$ cat config.mk
export PLATFORM = sky130hd
export DESIGN_NAME = wb_block_tester_flat
export DESIGN_NICKNAME = d
export VERILOG_FILES = /design/src/rtl/wb_tester_pkg.sv /design/src/rtl/wshb_if.sv /design/src/rtl/wb_watchdog.sv /design/src/rtl/wb_block_tester.sv /design/src/flat_wrapper.sv
export SDC_FILE = /design/constraint.sdc
export NUM_CORES = 1
export LEC_CHECK = 0
export BUFFER_PORTS_ARGS = -buffer_cell sky130_fd_sc_hd__buf_2
export CAP_MARGIN = 30
export CORE_UTILIZATION = 25
export CTS_BUF_LIST = sky130_fd_sc_hd__clkbuf_4 sky130_fd_sc_hd__clkbuf_8
export DETAILED_ROUTE_END_ITERATION = 7
export SYNTH_ARGS = -nofsm -noshare
export SYNTH_HDL_FRONTEND = slang
export SYNTH_SLANG_ARGS = --single-unit
export TNS_END_PERCENT = 100
$ cat constraint.sdc
create_clock -name clk -period 8.9 [get_ports clk]
set_input_delay 0.89 -clock clk [delete_from_list [all_inputs] [get_ports clk]]
set_output_delay 0.89 -clock clk [all_outputs]
set_load 0.1 [all_outputs]
$ cat src/rtl/wb_tester_pkg.sv
// Shared types and constants for the Wishbone block tester.
package wb_tester_pkg;

    typedef enum logic [2:0] {
        IDLE,
        WR,
        GAP,
        RD,
        FIN
    } state_t;

    typedef enum logic [1:0] {
        ST_OK       = 2'd0,
        ST_MISMATCH = 2'd1,
        ST_BUS_ERR  = 2'd2,
        ST_TIMEOUT  = 2'd3
    } status_t;

    localparam logic [3:0] SEL_ALL = 4'hF;

endpackage

$ cat src/rtl/wshb_if.sv
// Wishbone classic bus bundle shared by masters and BlockRAM slaves.
interface wshb_if (
    input logic clk,
    input logic rst
);

    logic        cyc;
    logic        stb;
    logic        we;
    logic [31:0] adr;
    logic [3:0]  sel;
    logic [31:0] dat_ms;
    logic [31:0] dat_sm;
    logic        ack;
    logic        err;
    logic        rty;

    modport master (
        input  clk, rst, dat_sm, ack, err, rty,
        output cyc, stb, we, adr, sel, dat_ms
    );

    modport slave (
        input  clk, rst, cyc, stb, we, adr, sel, dat_ms,
        output dat_sm, ack, err, rty
    );

endinterface

$ cat src/rtl/wb_watchdog.sv
// Counts silent strobe cycles; expired flags the cycle in which TIMEOUT is reached.
module wb_watchdog #(
    parameter int unsigned TIMEOUT = 256
) (
    input  logic clk,
    input  logic rst,
    input  logic active,
    input  logic kick,
    output logic expired
);

    localparam int unsigned W = $clog2(TIMEOUT + 1);

    logic [W-1:0] cnt;

    assign expired = active && !kick && (cnt == W'(TIMEOUT - 1));

    always_ff @(posedge clk) begin
        if (rst || !active || kick) begin
            cnt <= '0;
        end else if (!expired) begin
            cnt <= cnt + W'(1);
        end
    end

endmodule

$ cat src/rtl/wb_block_tester.sv
// Wishbone classic master: writes seed+i to a block, reads it back and counts mismatches.
module wb_block_tester
    import wb_tester_pkg::*;
#(
    parameter int unsigned CNT_W   = 12,
    parameter int unsigned TIMEOUT = 256
) (
    wshb_if.master           wb_m,
    input  logic             start,
    input  logic [31:0]      base_adr,
    input  logic [CNT_W-1:0] word_cnt,
    input  logic [31:0]      seed,
    output logic             busy,
    output logic             done,
    output logic [1:0]       status,
    output logic [CNT_W-1:0] mismatch_cnt,
    output logic [31:0]      first_err_adr
);

    state_t           state, state_n;
    status_t          status_q, status_n;
    logic [31:0]      base_q, base_n, seed_q, seed_n;
    logic [CNT_W-1:0] cnt_q, cnt_n, idx_q, idx_n, mm_q, mm_n;
    logic [31:0]      adr_q, adr_n, dat_q, dat_n, fea_q, fea_n;
    logic             cyc_q, cyc_n, stb_q, stb_n, we_q, we_n;
    logic             busy_q, busy_n, done_q, done_n;
    logic             expired, last;

    assign wb_m.cyc      = cyc_q;
    assign wb_m.stb      = stb_q;
    assign wb_m.we       = we_q;
    assign wb_m.adr      = adr_q;
    assign wb_m.sel      = SEL_ALL;
    assign wb_m.dat_ms   = dat_q;
    assign busy          = busy_q;
    assign done          = done_q;
    assign status        = status_q;
    assign mismatch_cnt  = mm_q;
    assign first_err_adr = fea_q;

    assign last = (idx_q == cnt_q - CNT_W'(1));

    wb_watchdog #(.TIMEOUT(TIMEOUT)) u_watchdog (
        .clk     (wb_m.clk),
        .rst     (wb_m.rst),
        .active  (stb_q),
        .kick    (wb_m.ack || wb_m.err || wb_m.rty),
        .expired (expired)
    );

    always_comb begin
        state_n  = state;
        status_n = status_q;
        base_n   = base_q;
        seed_n   = seed_q;
        cnt_n    = cnt_q;
        idx_n    = idx_q;
        mm_n     = mm_q;
        adr_n    = adr_q;
        dat_n    = dat_q;
        fea_n    = fea_q;
        cyc_n    = cyc_q;
        stb_n    = stb_q;
        we_n     = we_q;
        busy_n   = busy_q;
        done_n   = 1'b0;

        case (state)
            IDLE: begin
                if (start) begin
                    base_n   = {base_adr[31:2], 2'b00};
                    seed_n   = seed;
                    cnt_n    = word_cnt;
                    idx_n    = '0;
                    adr_n    = {base_adr[31:2], 2'b00};
                    dat_n    = seed;
                    mm_n     = '0;
                    fea_n    = '0;
                    status_n = ST_OK;
                    busy_n   = 1'b1;
                    if (word_cnt == '0) begin
                        state_n = FIN;
                    end else begin
                        state_n = WR;
                        cyc_n   = 1'b1;
                        stb_n   = 1'b1;
                        we_n    = 1'b1;
                    end
                end
            end
            // Reads reuse dat_q as the expected pattern value.
            WR, RD: begin
                if (!stb_q) begin
                    stb_n = 1'b1;
                end else if (wb_m.ack) begin
                    if (state == RD && wb_m.dat_sm != dat_q) begin
                        if (mm_q != '1) mm_n = mm_q + CNT_W'(1);
                        if (mm_q == '0) fea_n = adr_q;
                    end
                    if (last) begin
                        cyc_n   = 1'b0;
                        stb_n   = 1'b0;
                        we_n    = 1'b0;
                        state_n = (state == WR) ? GAP : FIN;
                    end else begin
                        idx_n = idx_q + CNT_W'(1);
                        adr_n = adr_q + 32'd4;
                        dat_n = dat_q + 32'd1;
                    end
                end else if (wb_m.err || expired) begin
                    cyc_n    = 1'b0;
                    stb_n    = 1'b0;
                    we_n     = 1'b0;
                    status_n = wb_m.err ? ST_BUS_ERR : ST_TIMEOUT;
                    state_n  = FIN;
                end else if (wb_m.rty) begin
                    stb_n = 1'b0;
                end
            end
            GAP: begin
                state_n = RD;
                cyc_n   = 1'b1;
                stb_n   = 1'b1;
                we_n    = 1'b0;
                idx_n   = '0;
                adr_n   = base_q;
                dat_n   = seed_q;
            end
            FIN: begin
                done_n  = 1'b1;
                busy_n  = 1'b0;
                if (status_q == ST_OK && mm_q != '0) status_n = ST_MISMATCH;
                state_n = IDLE;
            end
            default: state_n = IDLE;
        endcase
    end

    always_ff @(posedge wb_m.clk) begin
        if (wb_m.rst) begin
            state    <= IDLE;
            status_q <= ST_OK;
            base_q   <= '0;
            seed_q   <= '0;
            cnt_q    <= '0;
            idx_q    <= '0;
            mm_q     <= '0;
            adr_q    <= '0;
            dat_q    <= '0;
            fea_q    <= '0;
            cyc_q    <= 1'b0;
            stb_q    <= 1'b0;
            we_q     <= 1'b0;
            busy_q   <= 1'b0;
            done_q   <= 1'b0;
        end else begin
            state    <= state_n;
            status_q <= status_n;
            base_q   <= base_n;
            seed_q   <= seed_n;
            cnt_q    <= cnt_n;
            idx_q    <= idx_n;
            mm_q     <= mm_n;
            adr_q    <= adr_n;
            dat_q    <= dat_n;
            fea_q    <= fea_n;
            cyc_q    <= cyc_n;
            stb_q    <= stb_n;
            we_q     <= we_n;
            busy_q   <= busy_n;
            done_q   <= done_n;
        end
    end

endmodule

$ cat src/flat_wrapper.sv
// flat-port wrapper written by rule: the top's interface ports become plain ports
module wb_block_tester_flat import wb_tester_pkg::*;
#(
    parameter int unsigned CNT_W   = 12,
    parameter int unsigned TIMEOUT = 256
)
  (start, base_adr, word_cnt, seed, busy, done, status, mismatch_cnt, first_err_adr, clk, rst, wb_m_dat_sm, wb_m_ack, wb_m_err, wb_m_rty, wb_m_cyc, wb_m_stb, wb_m_we, wb_m_adr, wb_m_sel, wb_m_dat_ms);
  wshb_if wb_m_i (.clk(clk), .rst(rst));
  input  logic start;
  input  logic [31:0] base_adr;
  input  logic [CNT_W-1:0] word_cnt;
  input  logic [31:0] seed;
  output logic busy;
  output logic done;
  output logic [1:0] status;
  output logic [CNT_W-1:0] mismatch_cnt;
  output logic [31:0] first_err_adr;
  input wire logic clk;
  input wire logic rst;
  input wire logic [$bits(wb_m_i.dat_sm)-1:0] wb_m_dat_sm;
  input wire logic [$bits(wb_m_i.ack)-1:0] wb_m_ack;
  input wire logic [$bits(wb_m_i.err)-1:0] wb_m_err;
  input wire logic [$bits(wb_m_i.rty)-1:0] wb_m_rty;
  output wire logic [$bits(wb_m_i.cyc)-1:0] wb_m_cyc;
  output wire logic [$bits(wb_m_i.stb)-1:0] wb_m_stb;
  output wire logic [$bits(wb_m_i.we)-1:0] wb_m_we;
  output wire logic [$bits(wb_m_i.adr)-1:0] wb_m_adr;
  output wire logic [$bits(wb_m_i.sel)-1:0] wb_m_sel;
  output wire logic [$bits(wb_m_i.dat_ms)-1:0] wb_m_dat_ms;
  assign wb_m_i.dat_sm = wb_m_dat_sm;
  assign wb_m_i.ack = wb_m_ack;
  assign wb_m_i.err = wb_m_err;
  assign wb_m_i.rty = wb_m_rty;
  assign wb_m_cyc = wb_m_i.cyc;
  assign wb_m_stb = wb_m_i.stb;
  assign wb_m_we = wb_m_i.we;
  assign wb_m_adr = wb_m_i.adr;
  assign wb_m_sel = wb_m_i.sel;
  assign wb_m_dat_ms = wb_m_i.dat_ms;
  wb_block_tester #(.CNT_W(CNT_W), .TIMEOUT(TIMEOUT)) u_core (.wb_m(wb_m_i), .start(start), .base_adr(base_adr), .word_cnt(word_cnt), .seed(seed), .busy(busy), .done(done), .status(status), .mismatch_cnt(mismatch_cnt), .first_err_adr(first_err_adr));
endmodule
* Word-level counts from Yosys, hierarchy flattened *
Cells that the tools add are included.

operators by class
  $add $sub $neg = 6
  equal/unequal tests = 21
  muxes and demuxes = 58
  reduce and logical (&&, ||, !) cells = 30

operator list
  kind                                                    count
  2-to-1 mux 32 bit                                       13
  case mux 32 bit (3 select lines)                        2
  2-to-1 mux 12 bit                                       8
  case mux 32 bit (2 select lines)                        1
  case mux 12 bit (3 select lines)                        1
  adder 32 x 1 -> 32 bit (second input constant)          1
  adder 32 x 3 -> 32 bit (second input constant)          1
  inequality test 32 bit                                  1
  adder 12 x 1 -> 12 bit (second input constant)          2
  zero test 12 bit                                        2
  case mux 12 bit (2 select lines)                        1
  AND reduction 6 bit                                     4
  2-to-1 mux 3 bit                                        7
  2-to-1 mux 1 bit                                        14
  equality test 12 bit                                    1
  inequality test 12 bit (second input constant)          1
  inequality test 2 x 1 -> 1 bit (second input constant)  6
  nonzero test 12 bit                                     1
  subtractor 12 x 1 -> 12 bit (second input constant)     1
  2-to-1 mux 2 bit                                        5
  inequality test 2 bit (second input constant)           5
  adder 9 x 1 -> 9 bit (second input constant)            1
  equality test 9 x 8 -> 1 bit (second input constant)    1
  case mux 1 bit (3 select lines)                         3
  other kinds (19)                                        32

word-level totals
  flip-flop bits (word level) = 213

* Longest topological paths before layout *
Gate-level depths: netlist of the first run.

  depth after elaboration = 10
  depth in mapped cells = 14

* By module *
A second synthesis of the first run with hierarchy kept.

unflattened totals
  cells, all modules = 1,473
  area total of the unflattened synthesis = 11,409.7 µm²

modules (own cells, without submodules)
  module           instances  cells an instance  area each (µm²)
  wb_block_tester  1          1,424              10,964.3
  wb_watchdog      1          49                 445.4

* Worst setup path before layout of the first run *
No wires, ideal clock.

  path type = register to register
  start = register u_core.dat_q[14] (netlist: u_core.wb_m.dat_ms[14])
  end = register u_core.mm_q[4] (netlist: u_core.mismatch_cnt[4])
  data arrival time = 3.104 ns
  data required time = 8.772 ns
  slack = 5.668 ns
  stages on the path, launching flop included = 10
  period minus slack after synthesis = 3.232 ns
  cell sequence = dfxtp_1 > clkbuf_1 > xnor2_1 > nand3_1 > or4_1 > o31ai_2 > a41oi_1 > and3_1 > xnor2_1 > nor2_1

on the way
  longest elaborated chain between the ends = 4

RTL lines
  what                                      line                    RTL
  start, declared                           wb_block_tester.sv:24   logic [31:0] adr_q, adr_n, dat_q, dat_n, fea_q, fea_n;
  start signal, assigned                    wb_block_tester.sv:165  dat_q <= dat_n;
  inequality test 32 bit                    wb_block_tester.sv:96   if (state == RD && wb_m.dat_sm != dat_q) begin
  logical AND 1 bit                         wb_block_tester.sv:96
  inequality test 2 x 1 -> 1 bit (no line)  -
  AND reduction 6 bit (no line)             -
  end signal, assigned                      wb_block_tester.sv:163  mm_q <= mm_n;
  end, declared                             wb_block_tester.sv:23   logic [CNT_W-1:0] cnt_q, cnt_n, idx_q, idx_n, mm_q, mm_n;

No other way between the ends.
A chain may end at the register's enable or synchronous reset.

* Final worst setup path of the first run *
  start = register u_core.cnt_q[0]
  end = register u_core.dat_q[16] (netlist: u_core.wb_m.dat_ms[16])

on the way
  longest elaborated chain between the ends = 4

RTL lines
  what                             line                    RTL
  start, declared                  wb_block_tester.sv:23
  start signal, assigned           wb_block_tester.sv:161  cnt_q <= cnt_n;
  subtractor 12 x 1 -> 12 bit      wb_block_tester.sv:41   assign last = (idx_q == cnt_q - CNT_W'(1));
  equality test 12 bit             wb_block_tester.sv:41
  inequality test 2 bit (no line)  -
  AND reduction 5 bit (no line)    -

No other way between the ends.

==> results of run 1 <==
-- where the power goes --
group / internal [mW] / switching (mW) / leakage, nW
sequential: 0.998 / 0.0841 / 1.70
combinational: 0.174 / 0.580 / 3.11
clock: 0.563 / 0.448 / 0.442
-- state kept, by name (all words and copies together) (netlist names), 3 cells and up --
name / flops
u_core.cnt_q: 12
u_core.wb_m.dat_ms: 32
u_core.state: 3
u_core.seed_q: 32
u_core.mismatch_cnt: 12
u_core.u_watchdog.cnt: 9
u_core.wb_m.adr: 30
u_core.first_err_adr: 30
u_core.base_q: 30
u_core.idx_q: 12
-- metrics by stage --
step / cell area [sq um] / util
2_1_floorplan: 10900 / -
3_3_place_gp: 12300 / 0.291
3_5_place_dp: 12400 / 0.292
4_1_cts: 13200 / 0.312
5_1_grt: 13200 / 0.312
6_report: 13200 / 0.312
-- cell families after synthesis --
kind of cell,after synthesis,share of synthesized area
compound gates,419,0.244
xor+xnor,63,0.0509
fa+ha+maj,8,0.00923
buf+inv,134,0.0547
flops,209,0.386
mux,3,0.00277
other cells,2,0.000693
simple gates,594,0.251
-- routing by layer --
| metal | vias up | part of all wire | wire length, microns | global-route usage |
|---|---|---|---|---|
| met1 | 5502 | 0.45 | 18000 | 0.235 |
| li1 | 5461 | - | - | - |
| met4 | 4 | 0.028 | 1140 | 0.0680 |
| met5 | - | 0.00054 | 22 | 0 |
| met2 | 428 | 0.46 | 18400 | 0.280 |
| met3 | 76 | 0.069 | 2790 | 0.0425 |
-- Yosys cell counts, types with 8 or more instances --
master    count  area, sq um
a22oi_1      21          158
and3_1       42          263
nand2_1     267         1000
nor2_1      117          439
buf_1         9         33.8
o32ai_1      11         96.3
o31ai_1       8         60.1
nor4_1       17          106
a221oi_1     12          105
clkbuf_1     87          327
a22o_1       10         87.6
xor2_1       31          272
xnor2_1      32          280
or3_1         8         50.1
o21a_1       23          173
inv_1        18         67.6
nand4_1      16          100
a221o_1      12          120
buf_4         8         60.1
a21oi_1     173          866
ha_1          8          100
o21ai_0      73          365
nand3_1      44          220
nor3_1       35          175
a31oi_1      20          125
dfxtp_1     209         4180
-- final timing paths --
| check | startpoint | depth (start not counted) | end | slack [ns] |
|---|---|---|---|---|
| setup / recovery | u_core.cnt_q[0] | 11 | u_core.wb_m.dat_ms[16] | 4.79 |
| hold / removal | u_core.base_q[18] | 2 | u_core.base_q[18] | 0.45 |
| setup reg to reg | u_core.cnt_q[0] | 11 | u_core.wb_m.dat_ms[16] | 4.79 |
| hold reg to reg | u_core.base_q[18] | 2 | u_core.base_q[18] | 0.45 |
-- layout make-up --
| cell class | instances | area share |
|---|---|---|
| flip-flops and latches | 209 | 0.317 |
| multi-input cells | 1095 | 0.465 |
| clock inverters | 6 | 0.00246 |
| repair buffers | 239 | 0.0945 |
| well taps | 577 | 0.0547 |
| diodes | 8 | 0.00152 |
| inverters | 18 | 0.00512 |
| clock buffers | 63 | 0.0600 |
-- placed cells by master (no fill, tap or decap), types with 5 or more instances in the layout --
| cell type | instances |
|---|---|
| clkbuf_4 | 12 |
| nor4b_1 | 6 |
| nor4_1 | 17 |
| nand4_1 | 16 |
| ha_1 | 8 |
| o32ai_1 | 11 |
| o41ai_1 | 7 |
| diode_2 | 8 |
| nand3_1 | 43 |
| and3_1 | 41 |
| xor2_1 | 31 |
| conb_1 | 8 |
| a31oi_1 | 20 |
| o21ai_0 | 73 |
| dfxtp_1 | 209 |
| nand2_1 | 267 |
| o221ai_1 | 5 |
| nor2_1 | 115 |
| clkbuf_8 | 51 |
| a221o_1 | 12 |
| buf_4 | 15 |
| nor3_1 | 35 |
| a221oi_1 | 12 |
| clkinv_2 | 5 |
| buf_2 | 223 |
| or2_2 | 7 |
| xnor2_1 | 32 |
| a21oi_1 | 172 |
| a222oi_1 | 7 |
| o211ai_1 | 6 |
| and4_1 | 6 |
| a22o_1 | 10 |
| or3_1 | 8 |
| o21a_1 | 23 |
| and2_1 | 5 |
| or4_1 | 7 |
| inv_1 | 18 |
| a22oi_1 | 21 |
| nor3b_1 | 5 |
| o31ai_1 | 8 |
-- critical path, delay by kind of cell, from the launching register on --
kind,cells,cell delay (ns)
AOI/OAI and AO/OA,5,1.57
DFF,1,0.36
adders and majority gates,1,0.33
buffers and inverters,2,0.65
and+or+nand+nor,3,1.07
==> out/qor.txt, run 1 <==
Largest net degree at the start of global routing - 84
Fin cells - 2215
Ys flop type - dfxtp_1
Worst-path clk slew - 0.06 ns
Final period util - 0.462
Total CTS buffers - 41
Crit Path Category - flop to flop
Gr usage total - 0.178
RSZ-0062 raised after global routing - false
Die X - 210 microns
Core ar. - 0.0423 sq mm
Post-DRT Antenna Nets - 0
First-pass GRT wire length - 61.9 mm
TritonCTS clock tree - built
Syn_area_per_cell - 7.57 sq um
Row count - 75
Wirelength, routed - 40.4 mm
Port Buffer Count - 222
Worst path slowest cell - a21o_2
Routed wire per std cell - 18.2 microns
Initial drt markers - 856
Setup TNS - 0 ns
Mapped cell area - 0.0108 sq mm
Max clock buf depth - 3
DP Wirelength - 27.2 mm
Max-cap viol count - 0
Fillers - 4573
Post_cts resized - 0
Sequential cell area - 0.00418 sq mm
Placed Cells - 2138
Power Dens Cells - 216 mW/mm^2
Sequence of cells on the critical path - inv_1 > ha_1 > or4b_1 > or3_1 > a22oi_2 > nand4b_2 > o21ai_4 > a21o_2 > buf_4 > o21ai_0 > a21oi_1
Fmax - 243 MHz
Layout net count - 1726
Area of the multi-input gates - 0.00614 sq mm
Synth warn - 0
Hold Vio Cnt, Final - 0
Hold crit path type - flop to flop
Ports - 233
Starting density of the core - 0.256
Min cycle time layout - 4.11 ns
Initial antenna violation count - 9
Initial DRT Pass Iterations - 5
Layout cell share with drive strength beyond 1 - 0.204
Vias/cell - 5.18
Post-CTS Setup Inserts - 0
WHS - 0.453 ns
Final worst slack - 4.79 ns
Design Power - 2.85 mW
Pre-CTS setup slack - 4.80 ns
Cell variety after synth - 70
GRT Residual Overflow - 0
Final Max Tran Viols - 0
Post-route clock skew - 0.0300 ns
Leak - 5.25 nW
Yosys reg bits - 209
Maximum vdd drop - 104 uV
Vias - 11500
Critical Path Max Stage Delay - 0.69 ns
Clock latency on the worst-skew pair - 0.59 ns
Worst Max-Slew Pin Slew - 0.984 ns
Die ar. - 0.0442 sq mm
Relative slew margins - 0.344
EDFF count, synth - 0
Post-synth ARST share - 0
CP Data Required Time - 9.39 ns
Root Buffer - clkbuf_8
Die Y - 210 microns
Vias in the first global route - 10800
Startpoint Class - flop
Crit path DAT - 4.60 ns
Synth Instances - 1432
DRC Markers - 0
Area growth syn-to-layout - 21.8%
Setup-failing EPs final - 0
CP max FO - 52
CP endpoint kind - flop
CTS H-tree depth - 2
GP Congestion - 0.822
Post-CTS Hold Buffers - 0
Clk sinks - 209
Sequential cell area fraction in the yosys report - 0.386
Status - finished, final reports clean
No activity file was read; power rests on OpenSTA's default activity.
==> inputs of run 2 (changes only) <==
Settings changed: ABC_AREA set to 1.
Clock period 8.9 ns to 3.5 ns, I/O delays scaled along.
==> run 2 against run 1 <==
  * First-iteration DRC count grew 23%
  * Largest power group is now combinational logic
  * Synthesized cell count grew 42%
  * Via count grew 21%
  * Clock skew shrank 0.012 ns
  * Critical path type unchanged
==> out/qor.txt, run 2 <==
Worst Max-Slew Pin Slew - 0.959 ns
Worst path bufs/invs - 4
Clk sinks - 209
Cell taking the most area after synthesis - dfxtp_1
CP endpoint kind - flop
Setup-failing EPs final - 0
EDFF count, synth - 0
Fmax - 379 MHz
Largest net degree at the start of global routing - 93
Met3 global-route usage - 0.0444
Finished Core Util - 0.307
Layout net count - 2356
Wirelength, routed - 47.7 mm
Most common cell after layout, fill and taps aside - nand2_1
Synth warn - 0
Count leader, synth - nand2_1
Synth area leaders - dfxtp_1 (33%), nand2_1 (14%), nor2_1 (9.4%), nand3_1 (7.1%), a21oi_1 (6.4%)
Routed wire per std cell - 16.2 microns
Post_cts resized - 0
Power Dens Cells - 670 mW/mm^2
Status - finished, final reports clean
Clock latency on the worst-skew pair - 0.58 ns
Top cell type's share of synthesized area - 0.329
Sequence of cells on the critical path - nor2_8 > inv_2 > buf_4 > nor2_1 > inv_1 > nand3_4 > buf_4 > nand2_1 > nand2_1 > nor2_1
Relative slew margins - 0.360
Ports - 233
CTS H-tree depth - 2
Synth Instances - 2036
Commonest cells after routing, fill and taps aside - nand2_1 (466), nor2_1 (317), buf_2 (221), dfxtp_1 (209), inv_1 (199)
Initial drt markers - 1053
Mapped cell area - 0.0127 sq mm
Gr usage total - 0.182
Die ar. - 0.0517 sq mm
Initial DRT Pass Iterations - 5
Ys flop type - dfxtp_1
Syn_area_per_cell - 6.24 sq um
Sequential cell area fraction in the yosys report - 0.329
Synth top cells by count - nand2_1 (467), nor2_1 (317), dfxtp_1 (209)
Vias/cell - 4.72
Row count - 82
Worst-path clk slew - 0.05 ns
Final period util - 0.755
Post-route clock skew - 0.0179 ns
Top cell family by delay on the critical path - buffers and inverters
Hold crit path type - primary input to flop
Leak - 6.78 nW
Met2 usage in global routing - 0.284
Die Y - 227 microns
Vias in the first global route - 12500
Vias - 13900
Crit Path Category - flop to flop
Layout cell share with drive strength beyond 1 - 0.165
Max clock buf depth - 3
R2R Setup Slk - 0.86 ns
Crit path DAT - 3.15 ns
GP Congestion - 0.914
Critical Path Max Stage Delay - 0.61 ns
First-pass GRT wire length - 73.2 mm
Die X - 227 microns
Yosys reg bits - 209
CP max FO - 42
Design Power - 10.3 mW
Starting density of the core - 0.253
Final worst slack - 0.858 ns
GRT Residual Overflow - 0
Min cycle time layout - 2.64 ns
Cell variety after synth - 46
Core ar. - 0.0502 sq mm
Pre-CTS setup slack - 0.909 ns
RSZ-0062 raised after global routing - false
DRC Markers - 0
TritonCTS clock tree - built
Total CTS buffers - 42
Port Buffer Count - 222
Max-cap viol count - 0
Setup TNS - 0 ns
Root Buffer - clkbuf_8
Hold Vio Cnt, Final - 0
Post-synth ARST share - 0
GR peak layer - met2
Final Max Tran Viols - 0
Post-DRT Antenna Nets - 0
Worst path slowest cell - dfxtp_1
WHS - 0.0569 ns
Initial antenna violation count - 13
Maximum vdd drop - 307 uV
Startpoint Class - flop
Met1 usage - 0.244
CP Data Required Time - 4.01 ns
DP Wirelength - 34.3 mm
Area growth syn-to-layout - 21.1%
-- run 2: through the flow --
stage | std cells | instance area (sq um)
final | 2937 | 15400
after global routing | 2933 | 15400
after CTS | 2932 | 15400
after detailed placement | 2853 | 14400
after global placement | 2853 | 14400
after floorplan | 2042 | 12700
-- run 2: worst paths after layout --
kind / startpoint / to / depth (start not counted)
min: seed[28] / u_core.seed_q[28] / 3
max: u_core.state[2] / u_core.wb_m.adr[29] / 10
max reg2reg: u_core.state[2] / u_core.wb_m.adr[29] / 10
min reg2reg: u_core.u_watchdog.cnt[4] / u_core.u_watchdog.cnt[4] / 2
-- run 2: report_power, final --
group / switching, mW / total, mW / internal, mW / leakage (nW)
clock: 1.13 / 2.67 / 1.55 / 0.464
combinational: 3.57 / 4.54 / 0.966 / 4.60
sequential: 0.379 / 3.10 / 2.73 / 1.72
-- run 2: final cells by class --
cell class              count  area, sq um
multi-input cells        1508         7230
fillers                  5592        34800
clock buffers              66          821
clock inverters             4         45.0
diodes                      5         12.5
repair buffers            266         1480
inverters                 207          778
flip-flops and latches    209         4180
well taps                 672          841
-- run 2: logic make-up (layout without fill, tap and decap cells) --
kind of cell,Yosys count,in the layout,share of synthesized area
other,2,13,0.000591
buffers and inverters,325,543,0.106
AOI/OAI and AO/OA,316,316,0.139
adders and majority gates,8,8,0.00788
and+or+nand+nor,1123,1123,0.381
xor gates and xnor gates,53,53,0.0365
DFF,209,209,0.329
-- run 2: worst register-to-register path, delay by kind of cell (launching register included) --
| family | cells | cell delay, ns |
|---|---|---|
| buffers and inverters | 4 | 1.34 |
| flip-flops | 1 | 0.61 |
| AND/OR/NAND/NOR | 6 | 0.62 |
-- run 2: repair_timing --
item                                   4_1_cts  5_1_grt
endpoints found under the hold margin        9        0
hold buffers                                 9        0
buffers inserted                             0        0
-- run 2: per-layer routing --
layer,up-vias,share of wire
li1,7035,-
met1,6309,0.46
met2,421,0.44
met3,89,0.076
met4,18,0.024
met5,-,0.0024
==> inputs of run 3 (changes only) <==
Settings changed: ABC_AREA 1 to 0.
Clock period 3.5 ns to 2.4 ns, I/O delays scaled along.
==> run 3 against run 2 <==
  * The flow now finishes with violations (setup timing)
  * Combinational power decreased by 9.7%
  * Clock skew increased by 0.013 ns
  * Sequential cell count unchanged
  * Cell count decreased by 16%
  * Sequential power increased by 27%
  * Count of clock-buffer cells in the layout increased by 6
  * Global-route usage increased by 1.5 points
  * Cell area increased by 8.4%
  * Sequential share of layout area decreased by 1.4 points
  * First-iteration DRC count increased by 3.8%
  * Register-to-register slack got worse by 1.2 ns
  * Critical path type unchanged
  * Highest routed layer unchanged
==> out/qor.txt, run 3 (same netlist as run 1, synthesis figures left out) <==
Root Buffer - clkbuf_8
Wirelength, routed - 45.9 mm
Most common cell after layout, fill and taps aside - nand2_1
Layout cell share with drive strength beyond 1 - 0.369
CP Data Required Time - 2.85 ns
Row count - 75
DP Wirelength - 30.3 mm
Final worst slack - -0.338 ns
GP Congestion - 0.858
Vias - 12700
Final period util - 1.14
DRC Markers - 0
RSZ-0062 raised after global routing - true
Initial drt markers - 1093
Design Power - 12.2 mW
Crit Path Category - flop to flop
Total CTS buffers - 43
Most Frequent Cell on Critical Path - buf_12
Startpoint Class - flop
Post-route clock skew - 0.0307 ns
Layout net count - 1975
Power Dens Cells - 732 mW/mm^2
Setup TNS - -20.74 ns
Relative slew margins - 0.500
Sequence of cells on the critical path - inv_2 > ha_4 > or4b_4 > or3_4 > a22oi_2 > nand4b_4 > o21ai_4 > buf_6 > a21oi_4 > buf_12 > buf_12 > buf_16 > nand2_2 > a21oi_1
Crit path DAT - 3.19 ns
Routed wire per std cell - 18.6 microns
Worst-path clk slew - 0.06 ns
CP max FO - 7
Pre-CTS setup slack - -0.311 ns
Die Y - 210 microns
Area growth syn-to-layout - 53.8%
Fmax - 365 MHz
Status - complete, but fails checks
Port Buffer Count - 222
TritonCTS clock tree - built
Largest net degree at the start of global routing - 63
Setup-failing EPs final - 80
Min cycle time layout - 2.74 ns
WHS - 0.106 ns
Clock latency on the worst-skew pair - 0.62 ns
Post-DRT Antenna Nets - 0
Maximum vdd drop - 425 uV
First-pass GRT wire length - 68.3 mm
Gr usage total - 0.196
Vias in the first global route - 11900
Initial antenna violation count - 5
Hold Vio Cnt, Final - 0
Die X - 210 microns
Hold crit path type - primary input to flop
Leak - 6.85 nW
Ports - 233
P_sw - 4.63 mW
Switching Share - 0.379
Clk sinks - 209
Starting density of the core - 0.256
Worst path bufs/invs - 5
Max clock buf depth - 3
Violated checks - setup timing
Core ar. - 0.0423 sq mm
Top cell family by delay on the critical path - simple AND/OR/NAND/NOR gates
Worst Max-Slew Pin Slew - 0.749 ns
Worst path slowest cell - or4b_4
Die ar. - 0.0442 sq mm
Combinational share of power - 0.336
Clock share of power - 0.342
Critical Path Max Stage Delay - 0.45 ns
Final Max Tran Viols - 0
Vias/cell - 5.14
CP endpoint kind - flop
Initial DRT Pass Iterations - 6
CTS H-tree depth - 2
GRT Residual Overflow - 0
Internal Pwr Total - 7.58 mW
Commonest cells after routing, fill and taps aside - nand2_1 (249), buf_2 (221), dfxtp_1 (151), a21oi_1 (138), buf_4 (137)
Reg power frac - 0.322
Max-cap viol count - 0
==> run 3: cell count changes in the layout (fill, tap and decap cells not counted), sizes merged, moves of 18 or more <==
cell | previous run | this run
a31oi | 0 | 21
and3 | 0 | 42
buf | 257 | 394
dlygate4sd3 | 9 | 80
inv | 206 | 18
nand2 | 470 | 267
nand3 | 182 | 44
nand4 | 49 | 16
nor2 | 325 | 120
o21a | 1 | 23
xnor2 | 14 | 32
==> run 3: layout make-up <==
cell class / count / area [sq um]
Tap cell: 577 / 722
Timing Repair Buffer: 481 / 3760
Inverter: 18 / 67.6
Clock inverter: 8 / 72.6
Fill cell: 4273 / 25600
Multi-Input combinational cell: 1100 / 6860
Sequential cell: 209 / 4300
Clock buffer: 72 / 885
Antenna cell: 2 / 5.00
==> run 3: timing repair <==
action / in CTS / in global routing
cloned: 10 / 10
setup endpoints to repair: 107 / 123
hold buffers: 80 / 0
setup buffers: 11 / 8
pin swaps: 24 / 49
gates resized for setup: 74 / 95
endpoints found under the hold margin: 84 / 0
==> run 3: routing by layer <==
metal / up-vias / global-route usage / share of wire
li1: 5977 / - / -
met2: 510 / 0.310 / 0.46
met4: 6 / 0.0765 / 0.035
met1: 6065 / 0.258 / 0.43
met3: 115 / 0.0456 / 0.075
met5: - / 0 / 0.00089
==> run 3: stage by stage <==
stage / cells / instance area, sq um / utilization
2_1_floorplan: 1438 / 11200 / -
3_3_place_gp: 2269 / 13800 / 0.326
3_5_place_dp: 2269 / 13800 / 0.326
4_1_cts: 2450 / 16100 / 0.381
5_1_grt: 2467 / 16700 / 0.394
6_report: 2467 / 16700 / 0.394
==> run 3: worst paths after layout <==
kind	start	to	slack [ns]	cells after the start
worst max-delay path	u_core.cnt_q[1]	u_core.wb_m.adr[6]	-0.34	14
worst min-delay path	wb_m_rty	u_core.wb_m.stb	0.11	4
worst max register to register	u_core.cnt_q[1]	u_core.wb_m.adr[6]	-0.34	14
worst min register to register	u_core.seed_q[13]	u_core.seed_q[13]	0.45	2
==> run 3: power groups by stage <==
| stage | Clock (mW) | Combinational [mW] | Sequential, mW |
|---|---|---|---|
| 2_1_floorplan | 0 | 1.29 | 4.94 |
| 3_5_place_dp | 0 | 3.31 | 3.99 |
| 5_1_grt | 4.42 | 4.31 | 3.96 |
| 4_1_cts | 4.28 | 3.81 | 3.92 |
| 6_report | 4.18 | 4.10 | 3.93 |
| 3_3_place_gp | 0 | 3.27 | 3.98 |
==> run 3: tightest hold or removal path, cell delays in order <==
cell     delay (ns)
buf_2          0.10
nor4_1         0.06
o32ai_2        0.20
nor2_1         0.06
